## src/rtl/pc_control_if.sv

```systemverilog
// Bundle between the fetch-control block and the pipeline: the decode/execute
// side drives the control and operand fields, pc_control drives the fetch
// address and the branch and halt status.
interface pc_control_if;
    logic        stall;
    logic        halt;
    logic [1:0]  branch;
    logic [2:0]  ccc;
    logic [2:0]  flags;
    logic [8:0]  imm_9bit;
    logic [15:0] reg_target;
    logic [15:0] pc;
    logic [15:0] pc_plus2;
    logic        taken;
    logic        flush;
    logic        halted;
    logic [15:0] taken_count;

    // Pipeline side: drives decode/execute information and observes fetch state.
    modport master (
        output stall, halt, branch, ccc, flags, imm_9bit, reg_target,
        input  pc, pc_plus2, taken, flush, halted, taken_count
    );

    // PC control side.
    modport slave (
        input  stall, halt, branch, ccc, flags, imm_9bit, reg_target,
        output pc, pc_plus2, taken, flush, halted, taken_count
    );
endinterface

```

## src/rtl/pc_control.sv

```systemverilog
// Program-counter control. Branches are resolved in the cycle they are
// presented and redirect fetch at the next edge. A taken branch raises
// taken/flush for one cycle. HLT freezes the PC until reset.
module pc_control (
    input  logic         clk,
    input  logic         rst,   // asynchronous, active-low
    pc_control_if.slave  bus
);

    typedef enum logic {
        RUN  = 1'b0,
        HALT = 1'b1
    } state_t;

    localparam logic [1:0] BR_B  = 2'b01;
    localparam logic [1:0] BR_BR = 2'b10;

    state_t      state_q, state_d;
    logic [15:0] pc_q, pc_d;
    logic [15:0] count_q, count_d;
    logic        taken_q, taken_d;

    logic        cond_met;
    logic [15:0] pc_plus2;
    logic [15:0] b_target;
    logic [15:0] br_target;
    logic        flag_n, flag_v, flag_z;

    assign flag_n = bus.flags[2];
    assign flag_v = bus.flags[1];
    assign flag_z = bus.flags[0];

    assign pc_plus2  = pc_q + 16'd2;
    // The word offset is sign-extended and then scaled to bytes; the sum wraps.
    assign b_target  = pc_plus2 + {{6{bus.imm_9bit[8]}}, bus.imm_9bit, 1'b0};
    assign br_target = {bus.reg_target[15:1], 1'b0};

    // Evaluate the branch condition code against the execute-stage flags.
    always_comb begin
        cond_met = 1'b0;
        case (bus.ccc)
            3'b000:  cond_met = ~flag_z;
            3'b001:  cond_met = flag_z;
            3'b010:  cond_met = ~flag_z & ~flag_n;
            3'b011:  cond_met = flag_n;
            3'b100:  cond_met = flag_z | (~flag_z & ~flag_n);
            3'b101:  cond_met = flag_n | flag_z;
            3'b110:  cond_met = flag_v;
            default: cond_met = 1'b1;
        endcase
    end

    // Next-state logic: halt has priority over a branch, stall freezes everything.
    always_comb begin
        // NOTE: every output gets a default first so no path leaves a latch.
        state_d = state_q;
        pc_d    = pc_q;
        count_d = count_q;
        taken_d = 1'b0;
        if (state_q == RUN && !bus.stall) begin
            if (bus.halt) begin
                state_d = HALT;
            end else if (bus.branch == BR_B && cond_met) begin
                pc_d    = b_target;
                taken_d = 1'b1;
                count_d = (count_q == 16'hFFFF) ? count_q : count_q + 16'd1;
            end else if (bus.branch == BR_BR && cond_met) begin
                pc_d    = br_target;
                taken_d = 1'b1;
                count_d = (count_q == 16'hFFFF) ? count_q : count_q + 16'd1;
            end else begin
                pc_d = pc_plus2;
            end
        end
    end

    // State, PC, taken flag and counter registers.
    always_ff @(posedge clk or negedge rst) begin
        if (!rst) begin
            state_q <= RUN;
            pc_q    <= 16'h0000;
            count_q <= 16'h0000;
            taken_q <= 1'b0;
        end else begin
            // NOTE: non-blocking so every flop samples the pre-edge values.
            state_q <= state_d;
            pc_q    <= pc_d;
            count_q <= count_d;
            taken_q <= taken_d;
        end
    end

    assign bus.pc          = pc_q;
    assign bus.pc_plus2    = pc_plus2;
    assign bus.taken       = taken_q;
    assign bus.flush       = taken_q;
    assign bus.halted      = (state_q == HALT);
    assign bus.taken_count = count_q;

endmodule

```

## src/flat_wrapper.sv

```systemverilog
// flat-port wrapper written by rule: the top's interface ports become plain ports
module pc_control_flat 
  (clk, rst, bus_stall, bus_halt, bus_branch, bus_ccc, bus_flags, bus_imm_9bit, bus_reg_target, bus_pc, bus_pc_plus2, bus_taken, bus_flush, bus_halted, bus_taken_count);
  pc_control_if bus_i ();
  input  logic clk;
  input  logic rst;
  input wire logic [$bits(bus_i.stall)-1:0] bus_stall;
  input wire logic [$bits(bus_i.halt)-1:0] bus_halt;
  input wire logic [$bits(bus_i.branch)-1:0] bus_branch;
  input wire logic [$bits(bus_i.ccc)-1:0] bus_ccc;
  input wire logic [$bits(bus_i.flags)-1:0] bus_flags;
  input wire logic [$bits(bus_i.imm_9bit)-1:0] bus_imm_9bit;
  input wire logic [$bits(bus_i.reg_target)-1:0] bus_reg_target;
  output wire logic [$bits(bus_i.pc)-1:0] bus_pc;
  output wire logic [$bits(bus_i.pc_plus2)-1:0] bus_pc_plus2;
  output wire logic [$bits(bus_i.taken)-1:0] bus_taken;
  output wire logic [$bits(bus_i.flush)-1:0] bus_flush;
  output wire logic [$bits(bus_i.halted)-1:0] bus_halted;
  output wire logic [$bits(bus_i.taken_count)-1:0] bus_taken_count;
  assign bus_i.stall = bus_stall;
  assign bus_i.halt = bus_halt;
  assign bus_i.branch = bus_branch;
  assign bus_i.ccc = bus_ccc;
  assign bus_i.flags = bus_flags;
  assign bus_i.imm_9bit = bus_imm_9bit;
  assign bus_i.reg_target = bus_reg_target;
  assign bus_pc = bus_i.pc;
  assign bus_pc_plus2 = bus_i.pc_plus2;
  assign bus_taken = bus_i.taken;
  assign bus_flush = bus_i.flush;
  assign bus_halted = bus_i.halted;
  assign bus_taken_count = bus_i.taken_count;
  pc_control u_core (.clk(clk), .rst(rst), .bus(bus_i));
endmodule
```

## config.mk

```make
export PLATFORM = sky130hd
export DESIGN_NAME = pc_control_flat
export DESIGN_NICKNAME = d
export VERILOG_FILES = /design/src/rtl/pc_control_if.sv /design/src/rtl/pc_control.sv /design/src/flat_wrapper.sv
export SDC_FILE = /design/constraint.sdc
export NUM_CORES = 1
export LEC_CHECK = 0
export BUFFER_PORTS_ARGS = -buffer_cell sky130_fd_sc_hd__clkbuf_2
export CAP_MARGIN = 5
export CORE_MARGIN = 2
export CORE_UTILIZATION = 25
export CTS_BUF_LIST = sky130_fd_sc_hd__clkbuf_4 sky130_fd_sc_hd__clkbuf_8 sky130_fd_sc_hd__clkbuf_16
export DETAILED_ROUTE_END_ITERATION = 8
export GPL_TIMING_DRIVEN = 0
export PLACE_DENSITY = 0.47
export SLEW_MARGIN = 5
export SYNTH_ARGS = -nofsm -noshare
export SYNTH_HDL_FRONTEND = slang
export SYNTH_SLANG_ARGS = --single-unit
export TNS_END_PERCENT = 100
```

## constraint.sdc

```tcl
create_clock -name clk -period 3.6 [get_ports clk]
set_input_delay 0.36 -clock clk [delete_from_list [all_inputs] [get_ports clk]]
set_output_delay 0.36 -clock clk [all_outputs]
set_load 0.02 [all_outputs]
```

==> flow_metrics.env <==
export IMPL_io_pins=88
export IMPL_areaGrowthSynthToFinish_pct=25.13
export IMPL_die_area_um2=11770
export IMPL_end_kind="flip-flop"
export IMPL_cts_sinks=33
export IMPL_drive_above_1_share_pct=28.39
export IMPL_gp_congestion=0.7686
export IMPL_num_rows=38
export IMPL_synth_top_area_share_pct=30.26
export IMPL_h_tree_depth=2
export IMPL_critical_path_required_ns=3.75
export IMPL_wire_per_inst_um=15.30
export IMPL_synthFlopType="dfrtp_1"
export IMPL_rr_endpoint="u_core.bus.pc[15]$_DFFE_PN0P_"
export IMPL_cts_root_buf="clkbuf_8"
export IMPL_grt_max_degree=34
export IMPL_min_path_type="input port to asynchronous set/reset pin"
export IMPL_slowest_stage="a221oi_1"
export IMPL_cts_setup_buffers=0
export IMPL_grt_pass1_vias=2571
export IMPL_cp_num_buf_inv=1
export IMPL_drcViolationCount=0
export IMPL_worstSetupStartpointType="flip-flop"
export IMPL_worstPathArrival_ns=3.35
export IMPL_yosys_area_top_type="dfrtp_1"
export IMPL_crit_path_max_fanout=7
export IMPL_vias_per_cell=4.851
export IMPL_synth_warnings=0
export IMPL_switchingPower_mw=0.6985
export IMPL_drv_slew=0
export IMPL_cellPowerDensity_nw_per_um2=461.6
export IMPL_die_x_um=108.5
export IMPL_num_vias=2610
export IMPL_drtPass1Iterations=4
export IMPL_overflow=0
export IMPL_hold_buffers=0
export IMPL_critPathMaxStageDelay_ns=0.38
export IMPL_synth_distinct_cells=55
export IMPL_clk_pin_slew_ns=0.08
export IMPL_comb_power_share_pct=50.7
export IMPL_grt_setup_unrepaired="false"
export IMPL_p_leak_nw=1.662
export IMPL_initial_core_util_pct=25.40
export IMPL_critical_path_cell_chain="clkbuf_1 > and4_1 > and2_1 > xor2_1 > ha_1 > and2_1 > o21ai_0 > a211oi_1 > a221oi_1 > xnor2_1 > o21ai_0"
export IMPL_hold_viol=0
export IMPL_reg2reg_from="u_core.bus.pc[3]$_DFFE_PN0P_"
export IMPL_cts_buffer_depth=2
export IMPL_syn_avg_cell_area_um2=8.947
export IMPL_grtUsageTotal_pct=14.33
export IMPL_worstMarginPinSlew_ns=0.9116
export IMPL_synth_area_leaders="dfrtp_1 (30%), ha_1 (8.7%), xnor2_1 (5.8%)"
export IMPL_drt_initial_drc_count=133
export IMPL_core_um2=10750
export IMPL_ys_ff_latch=33
export IMPL_rrSetupSlack_ns=0.40
export IMPL_timing_fmax_mhz=312.7
export IMPL_detail_route_antenna_nets=0
export IMPL_die_h_um=108.5
export IMPL_synth_edff_count=0
export IMPL_cts_resized=0
export IMPL_finalCritPeriodShare_pct=88.84
export IMPL_pwr_share_clk_pct=18.1
export IMPL_post_synth_top_count_cell="dfrtp_1"
export IMPL_synth_cell_area_um2=2729
export IMPL_stdcell_count=538
export IMPL_n_antenna_cell=0
export IMPL_max_cap_violations=0
export IMPL_path_class="flip-flop to flip-flop"
export IMPL_io_buffers=84
export IMPL_clk_latency_ns=0.29
export IMPL_pwr_share_seq_pct=31.3
export IMPL_skew_ns=0.01731
export IMPL_cts_tree="yes"
export IMPL_setup_viol_count_final=0
export IMPL_cp_startpoint="u_core.bus.pc[3]$_DFFE_PN0P_"
export IMPL_yosysSeqAreaShare_pct=30.26
export IMPL_p_int_mw=0.8778
export IMPL_status="finished clean"
export IMPL_placedCellCount=530
export IMPL_rr_worst_depth=11
export IMPL_setup_tns_ns=0
export IMPL_irDropWorstVdd_v=0.0002590
export IMPL_critPathTopFamily="compound AO/OA/AOI/OAI gates"
export IMPL_async_flop_share_pct=100.0
export IMPL_fin_nets=454
export IMPL_wl_mm=8.229
export IMPL_sw_frac_of_total_pct=44.31
export IMPL_fin_crit_ns=3.198
export IMPL_numCtsBuffers=5
export IMPL_dp_hpwl_mm=6.447
export IMPL_grt_pass1_wl_mm=13.09
export IMPL_antenna_found_initial=0
export IMPL_yosys_top_cells_count="dfrtp_1 (33), nand2_1 (23), ha_1 (19), o21ai_0 (19)"
export IMPL_slew_headroom_pct=38.89
export IMPL_postSynthCellCount=305
[kinds of logic (layout without fill, tap and decap cells)]
family | after synthesis | count (layout) | synth area share [%]
buf+inv | 20 | 112 | 3.530
flops | 33 | 33 | 30.26
simple gates | 105 | 105 | 20.54
other cells | 1 | 2 | 0.1374
mux | 12 | 12 | 4.631
fa+ha+maj | 20 | 20 | 9.445
compound gates | 77 | 77 | 18.80
xor+xnor | 37 | 37 | 12.65
[sequential cells by signal, indices dropped and copies added (netlist names)]
| register | cells |
|---|---|
| u_core.bus.taken_count | 16 |
| u_core.bus.pc | 15 |
| u_core.bus.flush | 1 |
| u_core.bus.halted | 1 |
[worst max path at each step]
stage	end	slack [ns]	cells past startpoint
after global placement	u_core.bus.pc[14]$_DFFE_PN0P_	0.44	11
after global routing	u_core.bus.pc[14]$_DFFE_PN0P_	0.13	11
final	u_core.bus.pc[15]$_DFFE_PN0P_	0.40	11
after detailed placement	u_core.bus.pc[14]$_DFFE_PN0P_	0.42	11
after CTS	u_core.bus.pc[14]$_DFFE_PN0P_	0.39	11
after floorplan	u_core.bus.pc[15]$_DFFE_PN0P_	0.51	11
[stage by stage]
step                total power, mW  setup WS [ns]  cell area [µm²]  util [%]  hold WS (ns)
global route                  1.714         0.1292             3415     31.78        0.2571
CTS                           1.604         0.3883             3415     31.78        0.2222
finish                        1.576         0.4017             3415     31.78        0.1996
floorplan                     1.049         0.5074             2733         -       0.06441
detailed placement            1.300         0.4168             3328     30.97        0.5029
global placement              1.298         0.4377             3328     30.97        0.4783
[placed cells by master, fill, tap and decap left out, types with 3 or more instances in the layout]
cell	netlist	layout
clkbuf_2	0	84
dfrtp_1	33	33
nand2_1	23	23
o21ai_0	19	19
ha_1	19	19
nand3_1	18	18
xnor2_1	18	18
xor2_1	17	17
nor2_1	14	14
a21oi_1	12	12
nor3_1	10	10
inv_1	9	9
nand4_1	7	7
nand2b_1	7	7
mux2i_1	7	7
a21o_1	7	7
clkbuf_1	5	5
and3_1	5	5
a211oi_1	5	5
or3_1	5	5
o211ai_1	5	5
a31oi_1	5	5
o21a_1	5	5
mux2_2	5	5
clkbuf_8	0	5
and4_1	4	4
and2_1	3	3
a22oi_1	3	3
buf_4	3	3
[power by group through the flow]
stage	registers (mW)	clock network [mW]	logic, mW
6_report	0.493	0.285	0.799
2_1_floorplan	0.534	0	0.515
5_1_grt	0.503	0.325	0.887
3_3_place_gp	0.501	0	0.796
4_1_cts	0.494	0.306	0.804
3_5_place_dp	0.500	0	0.800
[layer usage]
metal	vias to the layer above	GRT usage, %	part of all wire, %
li1	1302	-	-
met1	1225	18.01	46
met2	77	24.69	47
met3	6	2.532	5.6
met4	0	4.762	1.3
met5	-	0	0
[area by class of cell]
type | instances | area, µm²
clock inverter | 2 | 10.01
inverter | 9 | 33.78
multi-input combinational | 253 | 1810
clock buffer | 6 | 76.32
fill | 1177 | 7331
timing repair buffer | 84 | 420.4
buffer | 11 | 62.56
sequential | 33 | 825.8
tap | 140 | 175.2
(Power assumes the default switching activity.)
